--- src/rtl/seg7_pkg.sv ---
// rtl/seg7_pkg.sv - shared glyph codes and active-low seven-segment patterns
package seg7_pkg;

  localparam logic [3:0] CODE_MINUS = 4'hE;
  localparam logic [3:0] CODE_BLANK = 4'hF;

  localparam logic       AN_OFF  = 1'b1;
  localparam logic       DP_OFF  = 1'b1;
  localparam logic [6:0] SEG_OFF = 7'h7F;

  // Active-low {g,f,e,d,c,b,a}
  localparam logic [6:0] GLYPH_0     = 7'h40;
  localparam logic [6:0] GLYPH_1     = 7'h79;
  localparam logic [6:0] GLYPH_2     = 7'h24;
  localparam logic [6:0] GLYPH_3     = 7'h30;
  localparam logic [6:0] GLYPH_4     = 7'h19;
  localparam logic [6:0] GLYPH_5     = 7'h12;
  localparam logic [6:0] GLYPH_6     = 7'h02;
  localparam logic [6:0] GLYPH_7     = 7'h78;
  localparam logic [6:0] GLYPH_8     = 7'h00;
  localparam logic [6:0] GLYPH_9     = 7'h10;
  localparam logic [6:0] GLYPH_A     = 7'h08;
  localparam logic [6:0] GLYPH_B     = 7'h03;
  localparam logic [6:0] GLYPH_C     = 7'h46;
  localparam logic [6:0] GLYPH_D     = 7'h21;
  localparam logic [6:0] GLYPH_MINUS = 7'h3F;
  localparam logic [6:0] GLYPH_BLANK = SEG_OFF;

endpackage

--- src/rtl/seg7_glyph_decode.sv ---
// rtl/seg7_glyph_decode.sv - 4-bit glyph code to active-low segment pattern
module seg7_glyph_decode
  import seg7_pkg::*;
(
  input  logic [3:0] code,
  output logic [6:0] seg_n
);

  always_comb begin
    seg_n = GLYPH_BLANK;
    case (code)
      4'h0: seg_n = GLYPH_0;
      4'h1: seg_n = GLYPH_1;
      4'h2: seg_n = GLYPH_2;
      4'h3: seg_n = GLYPH_3;
      4'h4: seg_n = GLYPH_4;
      4'h5: seg_n = GLYPH_5;
      4'h6: seg_n = GLYPH_6;
      4'h7: seg_n = GLYPH_7;
      4'h8: seg_n = GLYPH_8;
      4'h9: seg_n = GLYPH_9;
      4'hA: seg_n = GLYPH_A;
      4'hB: seg_n = GLYPH_B;
      4'hC: seg_n = GLYPH_C;
      4'hD: seg_n = GLYPH_D;
      CODE_MINUS: seg_n = GLYPH_MINUS;
      default: seg_n = GLYPH_BLANK;
    endcase
  end

endmodule

--- src/rtl/multidigit_scan_driver.sv ---
// rtl/multidigit_scan_driver.sv - N-digit multiplexed 7-seg scanner with guard, PWM, LZS and double buffering
module multidigit_scan_driver
  import seg7_pkg::*;
#(
  parameter int N_DIGITS     = 4,
  parameter int DIV_W        = 5,
  parameter int BLANK_CYCLES = 4
) (
  input  logic                  clk,
  input  logic                  rst,
  input  logic [4*N_DIGITS-1:0] digits_in,
  input  logic [N_DIGITS-1:0]   dp_in,
  input  logic                  neg_in,
  input  logic                  lzs_in,
  input  logic [DIV_W-1:0]      bright_in,
  input  logic                  load,
  output logic [N_DIGITS-1:0]   an_o,
  output logic [6:0]            seg_o,
  output logic                  dp_o,
  output logic                  frame_o
);

  localparam int IDX_W = (N_DIGITS > 1) ? $clog2(N_DIGITS) : 1;
  localparam logic [IDX_W-1:0] IDX_LAST = IDX_W'(N_DIGITS - 1);
  localparam logic [DIV_W-1:0] DIV_MAX  = '1;
  localparam logic [DIV_W-1:0] BLANK_W  = DIV_W'(BLANK_CYCLES);
  localparam logic [N_DIGITS-1:0] ONE_HOT_0 = N_DIGITS'(1);

  logic [DIV_W-1:0] div_cnt;
  logic [IDX_W-1:0] idx;

  logic [4*N_DIGITS-1:0] disp_digits, pend_digits;
  logic [N_DIGITS-1:0]   disp_dp, pend_dp;
  logic                  disp_neg, pend_neg;
  logic                  disp_lzs, pend_lzs;
  logic [DIV_W-1:0]      disp_bright, pend_bright;
  logic                  pend_valid;

  logic                  slot_end, commit, lit, suppress;
  logic                  all_zero_left;
  logic [N_DIGITS-1:0]   lead_zero;
  logic [3:0]            cur_code, sel_code;
  logic [6:0]            glyph_n;
  logic [N_DIGITS-1:0]   an_next;

  assign slot_end = (div_cnt == DIV_MAX);
  assign commit   = slot_end && (idx == '0);

  // Guard first, then a bright-cycle window that naturally clips at slot end
  assign lit = (div_cnt >= BLANK_W) && ((div_cnt - BLANK_W) < disp_bright);

  // lead_zero[i]: digit i and every digit to its left are zero
  always_comb begin
    all_zero_left = 1'b1;
    lead_zero     = '0;
    for (int i = N_DIGITS - 1; i >= 0; i--) begin
      all_zero_left = all_zero_left && (disp_digits[4*i +: 4] == 4'h0);
      lead_zero[i]  = all_zero_left;
    end
  end

  assign cur_code = disp_digits[4*int'(idx) +: 4];
  assign suppress = disp_lzs && lead_zero[idx] && (idx != '0);

  always_comb begin
    sel_code = cur_code;
    if (idx == IDX_LAST && disp_neg) begin
      sel_code = CODE_MINUS;
    end else if (suppress) begin
      sel_code = CODE_BLANK;
    end
  end

  seg7_glyph_decode u_decode (
    .code  (sel_code),
    .seg_n (glyph_n)
  );

  assign an_next = ~(ONE_HOT_0 << idx);

  always_ff @(posedge clk) begin
    if (rst) begin
      div_cnt     <= '0;
      idx         <= IDX_LAST;
      disp_digits <= {N_DIGITS{CODE_BLANK}};
      disp_dp     <= '0;
      disp_neg    <= 1'b0;
      disp_lzs    <= 1'b0;
      disp_bright <= '0;
      pend_digits <= {N_DIGITS{CODE_BLANK}};
      pend_dp     <= '0;
      pend_neg    <= 1'b0;
      pend_lzs    <= 1'b0;
      pend_bright <= '0;
      pend_valid  <= 1'b0;
      an_o        <= {N_DIGITS{AN_OFF}};
      seg_o       <= SEG_OFF;
      dp_o        <= DP_OFF;
      frame_o     <= 1'b0;
    end else begin
      div_cnt <= div_cnt + 1'b1;
      if (slot_end) begin
        idx <= (idx == '0) ? IDX_LAST : idx - 1'b1;
      end

      // Whole-frame swap only at the frame boundary so digits never tear
      if (commit && pend_valid) begin
        disp_digits <= pend_digits;
        disp_dp     <= pend_dp;
        disp_neg    <= pend_neg;
        disp_lzs    <= pend_lzs;
        disp_bright <= pend_bright;
      end

      if (load) begin
        pend_digits <= digits_in;
        pend_dp     <= dp_in;
        pend_neg    <= neg_in;
        pend_lzs    <= lzs_in;
        pend_bright <= bright_in;
        pend_valid  <= 1'b1;
      end else if (commit) begin
        pend_valid  <= 1'b0;
      end

      frame_o <= commit;
      if (lit) begin
        an_o  <= an_next;
        seg_o <= glyph_n;
        dp_o  <= ~disp_dp[idx];
      end else begin
        an_o  <= {N_DIGITS{AN_OFF}};
        seg_o <= SEG_OFF;
        dp_o  <= DP_OFF;
      end
    end
  end

endmodule

--- config.mk ---
export PLATFORM = sky130hd
export DESIGN_NAME = multidigit_scan_driver
export DESIGN_NICKNAME = d
export VERILOG_FILES = /design/src/rtl/seg7_pkg.sv /design/src/rtl/seg7_glyph_decode.sv /design/src/rtl/multidigit_scan_driver.sv
export SDC_FILE = /design/constraint.sdc
export NUM_CORES = 1
export LEC_CHECK = 0
export ABC_AREA = 1
export CORE_ASPECT_RATIO = 1.75
export CORE_UTILIZATION = 53
export DETAILED_ROUTE_END_ITERATION = 10
export GPL_TIMING_DRIVEN = 0
export HOLD_SLACK_MARGIN = 0.02
export MAX_ROUTING_LAYER = met4
export PLACE_DENSITY = 0.74
export SKIP_LAST_GASP = 1
export SLEW_MARGIN = 10
export SYNTH_ARGS = -nofsm -noshare
export SYNTH_HDL_FRONTEND = slang
export SYNTH_HIERARCHICAL = 1
export SYNTH_SLANG_ARGS = --single-unit
--- constraint.sdc ---
create_clock -name clk -period 2.8 [get_ports clk]
set_input_delay 0.42 -clock clk [delete_from_list [all_inputs] [get_ports clk]]
set_output_delay 0.42 -clock clk [all_outputs]
set_load 0.02 [all_outputs]
==> impl_metrics.env, run 1 <==
export IMPL_outcome="finished clean"
export IMPL_r2r_end="seg_o[0]"
export IMPL_hold_viol=0
export IMPL_fin_worst_skew_ns=0.00794
export IMPL_arrival_ns=2.73
export IMPL_final_fill_count=528
export IMPL_io_buffers=42
export IMPL_synth_cell_area_mm2=0.00334
export IMPL_ios=43
export IMPL_num_vias=2951
export IMPL_synth_seq_area_share_pct=44.9
export IMPL_die_h_um=107
export IMPL_r2r_cells=16
export IMPL_setup_viol=0
export IMPL_drive_above_1_share_pct=9.04
export IMPL_rows=37
export IMPL_r2r_start="idx[1]"
export IMPL_tightest_slew_ns=0.474
export IMPL_fin_nets=554
export IMPL_gr_total_overflow=0
export IMPL_cp_max_fo=8
export IMPL_antenna_found_initial=0
export IMPL_grt_usage_pct=24.4
export IMPL_max_slew_margin_rel_pct=68.4
export IMPL_crit_type="reg2reg"
export IMPL_cts_hold_buf=0
export IMPL_cts_tree="done"
export IMPL_drc=0
export IMPL_cpPeakStageDelay_ns=0.37
export IMPL_root_buffer="clkbuf_8"
export IMPL_die_w_um=62.0
export IMPL_whs_path_depth=2
export IMPL_period_needed_ns=2.51
export IMPL_cp_cell_sequence="clkbuf_4 -> clkinvlp_4 -> ha_2 -> nor2_1 -> nand3_1 -> nor2_1 -> nand2_1 -> nand2_1 -> inv_1 -> ha_1 -> nand2_1 -> nand2_1 -> nand2_1 -> nand2_1 -> inv_1 -> nand4_1"
export IMPL_syn_num_nets=498
export IMPL_grt_pass1_vias=2717
export IMPL_design_core_area_mm2=0.00597
export IMPL_ant_nets=0
export IMPL_totalWireLength_mm=6.84
export IMPL_peakVddDrop_uv=399
export IMPL_clk_latency_ns=0.34
export IMPL_fin_util_pct=68.7
export IMPL_min_from="disp_bright[0]"
export IMPL_ys_ff_latch=75
export IMPL_period_share_pct=89.7
export IMPL_syn_inst=448
export IMPL_cts_buffers=9
export IMPL_p_leak_nw=1.94
export IMPL_end_kind="flop"
export IMPL_die_area_mm2=0.00664
export IMPL_grt_max_degree=13
export IMPL_hp_class="reg2reg"
export IMPL_ys_warn_count=6
export IMPL_cts_buffer_depth=2
export IMPL_drv_cap=0
export IMPL_cp_top_family="simple AND/OR/NAND/NOR gates"
export IMPL_critPathSlowestCell="dfxtp_1"
export IMPL_first_pass_iters=4
export IMPL_initialDrtViolationCount=153
export IMPL_area_delta_synth_final_pct=22.7
export IMPL_crit_required_ns=3.02
export IMPL_clock_sinks=75
export IMPL_timing_critical_path_mode_cell="nand2_1"
export IMPL_power_mw=2.10
export IMPL_routedWlPerCell_um=11.7
export IMPL_r2r_setup_slack_ns=0.29
export IMPL_grt_pass1_wl_mm=11.7
export IMPL_path_buf_inv=4
export IMPL_slew_violations=0
export IMPL_vias_per_cell=5.03
export IMPL_power_density_mw_per_mm2=513
export IMPL_clock_fmax_mhz=398
export IMPL_h_tree_depth=3
export IMPL_clk_pin_slew_ns=0.08
export IMPL_min_to="disp_bright[0]"
export IMPL_start_util_pct=56.0
export IMPL_holdWs_ns=0.453
export IMPL_synth_avg_cell_area_um2=7.46
export IMPL_n_antenna_cell=0
export IMPL_dpl_hpwl_mm=5.21
export IMPL_place_congestion=0.929
export IMPL_synth_cell_types=25
export IMPL_startpoint_type="flop"
==> state kept, by name, summed over array words and instances, names as in the netlist, 4 cells and up <==
name         flops
pend_digits     16
disp_dp          4
seg_o            7
pend_dp          4
pend_bright      5
disp_digits     16
disp_bright      5
an_o             4
div_cnt          5
==> worst max-delay path by stage <==
| stage | to | cells after the start | from | slack, ns |
|---|---|---|---|---|
| finish | seg_o[0] | 16 | idx[1] | 0.29 |
| global route | seg_o[3] | 17 | idx[1] | -0.004 |
| CTS | seg_o[3] | 17 | idx[1] | 0.04 |
| detailed placement | seg_o[3] | 17 | idx[1] | 0.07 |
| global placement | seg_o[3] | 17 | idx[1] | 0.09 |
| floorplan | seg_o[3] | 17 | idx[1] | 0.43 |
==> cell type report <==
cell class / instances / area [µm²] / share of cell area, %
plain buffers: 24 / 163 / 3.97
clock buffers: 12 / 155 / 3.78
repair buffers: 45 / 443 / 10.8
multi-input cells: 312 / 1540 / 37.6
well taps: 78 / 97.6 / 2.38
inverters: 37 / 148 / 3.60
clock inverters: 4 / 48.8 / 1.19
flip-flops and latches: 75 / 1500 / 36.6
==> per-layer routing <==
metal,GRT usage [%],share of wire (%),up-vias,routed length [µm]
met4,11.7,3.2,0,217
met1,25.9,41,1322,2820
met5,-,0,-,0
met3,5.19,2.8,18,189
li1,-,-,1548,-
met2,41.2,53,63,3610
==> power breakdown <==
group          total [mW]  leakage (nW)  internal [mW]  switching [mW]
Clock               0.841         0.106          0.459           0.381
Sequential           1.12         0.613           1.10          0.0188
Combinational       0.145          1.22         0.0714          0.0734
==> placed cells by master, fill, tap and decap left out, types with 2 or more instances in the layout <==
master / synthesis / final
dfxtp_1: 75 / 74
nand3_1: 48 / 48
clkinv_2: 0 / 2
inv_2: 1 / 2
clkbuf_1: 5 / 6
nand2_1: 134 / 134
buf_6: 5 / 5
buf_4: 2 / 5
a21oi_1: 21 / 20
o211ai_1: 3 / 3
o21ai_0: 21 / 21
inv_1: 34 / 32
o21ai_1: 5 / 5
buf_2: 11 / 10
nand4_1: 12 / 12
clkdlybuf4s50_1: 0 / 42
ha_1: 20 / 19
nor2_1: 42 / 42
clkbuf_8: 0 / 11
==> synth_stat cells <==
| library cell | instances | area [µm²] |
|---|---|---|
| buf_4 | 2 | 15.0 |
| buf_2 | 11 | 55.1 |
| buf_8 | 1 | 15.0 |
| inv_6 | 1 | 8.76 |
| xnor2_1 | 1 | 8.76 |
| nand2_2 | 1 | 6.26 |
| ha_1 | 20 | 250 |
| clkbuf_1 | 5 | 18.8 |
| o21ai_0 | 21 | 105 |
| o21ai_1 | 5 | 25.0 |
| a21oi_1 | 21 | 105 |
| nand3_1 | 48 | 240 |
| dfxtp_1 | 75 | 1500 |
| inv_2 | 1 | 3.75 |
| o211ai_1 | 3 | 22.5 |
| nand4_1 | 12 | 75.1 |
| clkinv_1 | 1 | 3.75 |
| and2_0 | 1 | 6.26 |
| buf_6 | 5 | 56.3 |
| inv_1 | 34 | 128 |
| xor2_1 | 1 | 8.76 |
| nand3_4 | 1 | 17.5 |
| nor2_1 | 42 | 158 |
| nand2_1 | 134 | 503 |
| nor3_1 | 1 | 5.00 |
==> worst reg2reg max path: cells and delay by family, from the launching register on <==
| kind | cells | cell delay (ns) |
|---|---|---|
| and+or+nand+nor | 10 | 1.02 |
| buffers and inverters | 4 | 0.53 |
| DFF | 1 | 0.37 |
| adders and majority gates | 2 | 0.46 |
==> stage by stage <==
stage | worst slack (ns) | cell area, µm² | std cells | TNS, ns
6_report | 0.289 | 4100 | 587 | 0
5_1_grt | -0.00412 | 4100 | 587 | -0.00412
4_1_cts | 0.0414 | 4060 | 584 | 0
2_1_floorplan | 0.431 | 3340 | 448 | 0
3_3_place_gp | 0.0915 | 3860 | 568 | 0
3_5_place_dp | 0.0736 | 3860 | 568 | 0
==> kinds of logic after synthesis <==
logic type / count (synthesis) / share of synthesized area, %
XOR/XNOR: 2 / 0.524
adder cells (fa/ha/maj): 20 / 7.49
AND/OR/NAND/NOR: 240 / 30.3
flip-flops: 75 / 44.9
AO/OA/AOI/OAI: 50 / 7.71
buffers and inverters: 61 / 9.10
==> timing repair <==
item | 4_1_cts | 5_1_grt
endpoints found under the hold margin | 0 | 0
setup buffers | 0 | 3
endpoints found under the setup margin | 0 | 7
gates resized for setup | 0 | 6
(Power assumes the default switching activity.)
==> inputs of run 2 (changes only) <==
--- a/config.mk
+++ b/config.mk
@@ -7,6 +7,7 @@
 export LEC_CHECK = 0
 export ABC_AREA = 1
 export CORE_ASPECT_RATIO = 1.75
+export CORE_MARGIN = 2
 export CORE_UTILIZATION = 53
 export DETAILED_ROUTE_END_ITERATION = 10
 export GPL_TIMING_DRIVEN = 0
@@ -17,5 +18,4 @@
 export SLEW_MARGIN = 10
 export SYNTH_ARGS = -nofsm -noshare
 export SYNTH_HDL_FRONTEND = slang
-export SYNTH_HIERARCHICAL = 1
 export SYNTH_SLANG_ARGS = --single-unit
==> run 2 against run 1 <==
  * Flip-flop and latch count unchanged
  * Clock skew down 0.0033 ns
  * Total power up 1.6%
  * Global-route usage down 2.5 points
  * Cell count down 1.2%
  * Non-clock buffer count down 8
  * Synthesized area down 0.22%
  * Via count down 4.0%
  * Count of clock-buffer cells in the layout down 1
  * Register-to-register slack better by 0.05 ns
  * Highest routed layer unchanged
  * Sequential share of layout area up 0.48 points
  * Die area up 4.9%
==> impl_metrics.env, run 2 <==
export IMPL_ys_ff_latch=75
export IMPL_hp_class="in2reg"
export IMPL_yosys_top_cells_count="127 x nand2_1, 75 x dfxtp_1, 47 x nand3_1"
export IMPL_cp_cell_sequence="inv_2 -> buf_6 -> ha_1 -> nor2_1 -> nand3_1 -> nor2_2 -> nand2_4 -> nand2_1 -> nand2_1 -> inv_1 -> ha_1 -> a21boi_0 -> nand3_1 -> nand2_1 -> inv_1 -> nand3_1"
export IMPL_max_slew_margin_rel_pct=68.2
export IMPL_io_buffers=40
export IMPL_syn_num_nets=494
export IMPL_fin_nets=545
export IMPL_grt_pass1_vias=2691
export IMPL_initialDrtViolationCount=131
export IMPL_r2r_start="idx[0]"
export IMPL_synth_cell_types=28
export IMPL_critPathLaunch="idx[0]"
export IMPL_placed_cells=564
export IMPL_synthMostInstantiatedCell="nand2_1"
export IMPL_cpPeakStageDelay_ns=0.43
export IMPL_antenna_found_initial=0
export IMPL_rsz0062_at_grt="false"
export IMPL_syn_inst=444
export IMPL_yosys_area_top_type="dfxtp_1"
export IMPL_grt_usage_pct=21.9
export IMPL_clk_latency_ns=0.36
export IMPL_vias_per_cell=4.88
export IMPL_clk_pin_slew_ns=0.07
export IMPL_drive_above_1_share_pct=9.00
export IMPL_clock_sinks=75
export IMPL_setup_viol=0
export IMPL_die_w_um=64.0
export IMPL_path_buf_inv=4
export IMPL_arrival_ns=2.76
export IMPL_n_antenna_cell=0
export IMPL_fin_ws_ns=0.342
export IMPL_worst_path_stages=16
export IMPL_place_ws_ns=0.174
export IMPL_place_congestion=0.866
export IMPL_power_mw=2.14
export IMPL_drv_cap=0
export IMPL_routedWlPerCell_um=11.3
export IMPL_ys_warn_count=0
export IMPL_cp_max_fo=11
export IMPL_tightest_slew_ns=0.476
export IMPL_dpl_hpwl_mm=5.00
export IMPL_cp_top_family="simple AND/OR/NAND/NOR gates"
export IMPL_crit_type="reg2reg"
export IMPL_critPathSlowestCell="dfxtp_2"
export IMPL_grt_max_degree=13
export IMPL_totalWireLength_mm=6.54
export IMPL_min_from="rst"
export IMPL_final_common_cell="nand2_1"
export IMPL_synthTopCellsByArea="dfxtp_1 45%, nand2_1 14%, ha_1 7.5%"
export IMPL_cts_buffers=9
export IMPL_crit_required_ns=3.10
export IMPL_first_pass_iters=4
export IMPL_end_kind="flop"
export IMPL_clock_fmax_mhz=407
export IMPL_gr_total_overflow=0
export IMPL_p_leak_nw=1.85
export IMPL_synth_ff_type="dfxtp_1"
export IMPL_synth_avg_cell_area_um2=7.51
export IMPL_synthArstFlopShare_pct=0
export IMPL_rows=38
export IMPL_synth_top_cell_area_share_pct=45.0
export IMPL_area_delta_synth_final_pct=21.4
export IMPL_cts_buffer_depth=2
export IMPL_startpoint_type="flop"
export IMPL_synth_edf_count=0
export IMPL_design_core_area_mm2=0.00613
export IMPL_final_fill_count=544
export IMPL_power_density_mw_per_mm2=528
export IMPL_start_util_pct=54.4
export IMPL_slew_violations=0
export IMPL_stdcell_count=580
export IMPL_multiInputGateArea_mm2=0.00160
export IMPL_synth_cell_area_mm2=0.00333
export IMPL_regArea_mm2=0.00150
export IMPL_root_buffer="clkbuf_8"
export IMPL_holdWs_ns=0.445
export IMPL_whs_path_depth=2
export IMPL_die_h_um=109
export IMPL_cts_hold_buf=0
export IMPL_h_tree_depth=3
export IMPL_timing_setup_tns_ns=0
export IMPL_reg_top3="disp_digits x16, pend_digits x16, seg_o x7"
export IMPL_grt_pass1_wl_mm=11.5
export IMPL_fin_worst_skew_ns=0.00463
export IMPL_ios=43
export IMPL_r2r_cells=16
export IMPL_die_area_mm2=0.00697
export IMPL_cts_tree="done"
export IMPL_ant_nets=0
export IMPL_num_vias=2832
export IMPL_period_needed_ns=2.46
export IMPL_period_share_pct=87.8
export IMPL_outcome="finished clean"
export IMPL_hold_viol=0
export IMPL_synth_seq_area_share_pct=45.0
export IMPL_peakVddDrop_uv=385
export IMPL_drc=0
export IMPL_final_cell_mix="127 x nand2_1, 74 x dfxtp_1, 47 x nand3_1"
[run 2: cell families (layout without fill, tap and decap cells)]
kind of cell               Yosys count  count (layout)  share of synthesized area [%]
buffers and inverters               57             113                           7.20
AOI/OAI and AO/OA                   57              57                           9.61
DFF                                 75              75                           45.0
xor gates and xnor gates             2               2                          0.525
adders and majority gates           20              20                           7.50
and+or+nand+nor                    233             233                           30.1
[run 2: timing repair]
item,in CTS,in global routing
endpoints found under the hold margin,0,0
buffers inserted,0,0
gates resized for setup,0,2
endpoints found under the setup margin,0,2
[run 2: where the power goes]
part           internal (mW)  total (mW)  switching [mW]
logic                 0.0647       0.128          0.0630
registers               1.10        1.12          0.0186
clock network          0.499       0.891           0.392
total                   1.66        2.14           0.474
[run 2: through the flow]
step                      cell area, µm²  util [%]
after floorplan                     3330         -
after global placement              3830      62.5
after detailed placement            3830      62.5
after CTS                           4040      65.9
after global routing                4050      66.0
final                               4050      66.0
[run 2: area by class of cell]
class                   instances  share of cell area, %
multi-input cells             312                   39.4
flip-flops and latches         75                   37.1
repair buffers                 40                   9.89
inverters                      36                   3.40
clock buffers                  11                   3.25
plain buffers                  21                   2.53
well taps                      80                   2.47
clock inverters                 5                   1.92
[run 2: path summary, 6_finish.rpt]
path	end	slack (ns)
setup / recovery	seg_o[0]	0.34
hold / removal	pend_valid	0.45
setup reg to reg	seg_o[0]	0.34
hold reg to reg	disp_dp[0]	0.46
[run 2: layer usage]
metal | vias to the layer above | share of wire (%) | track usage, %
met1 | 1254 | 41 | 22.1
li1 | 1512 | - | -
met4 | 0 | 2.4 | 12.6
met3 | 11 | 3.7 | 4.02
met5 | - | 0 | -
met2 | 55 | 52 | 39.1
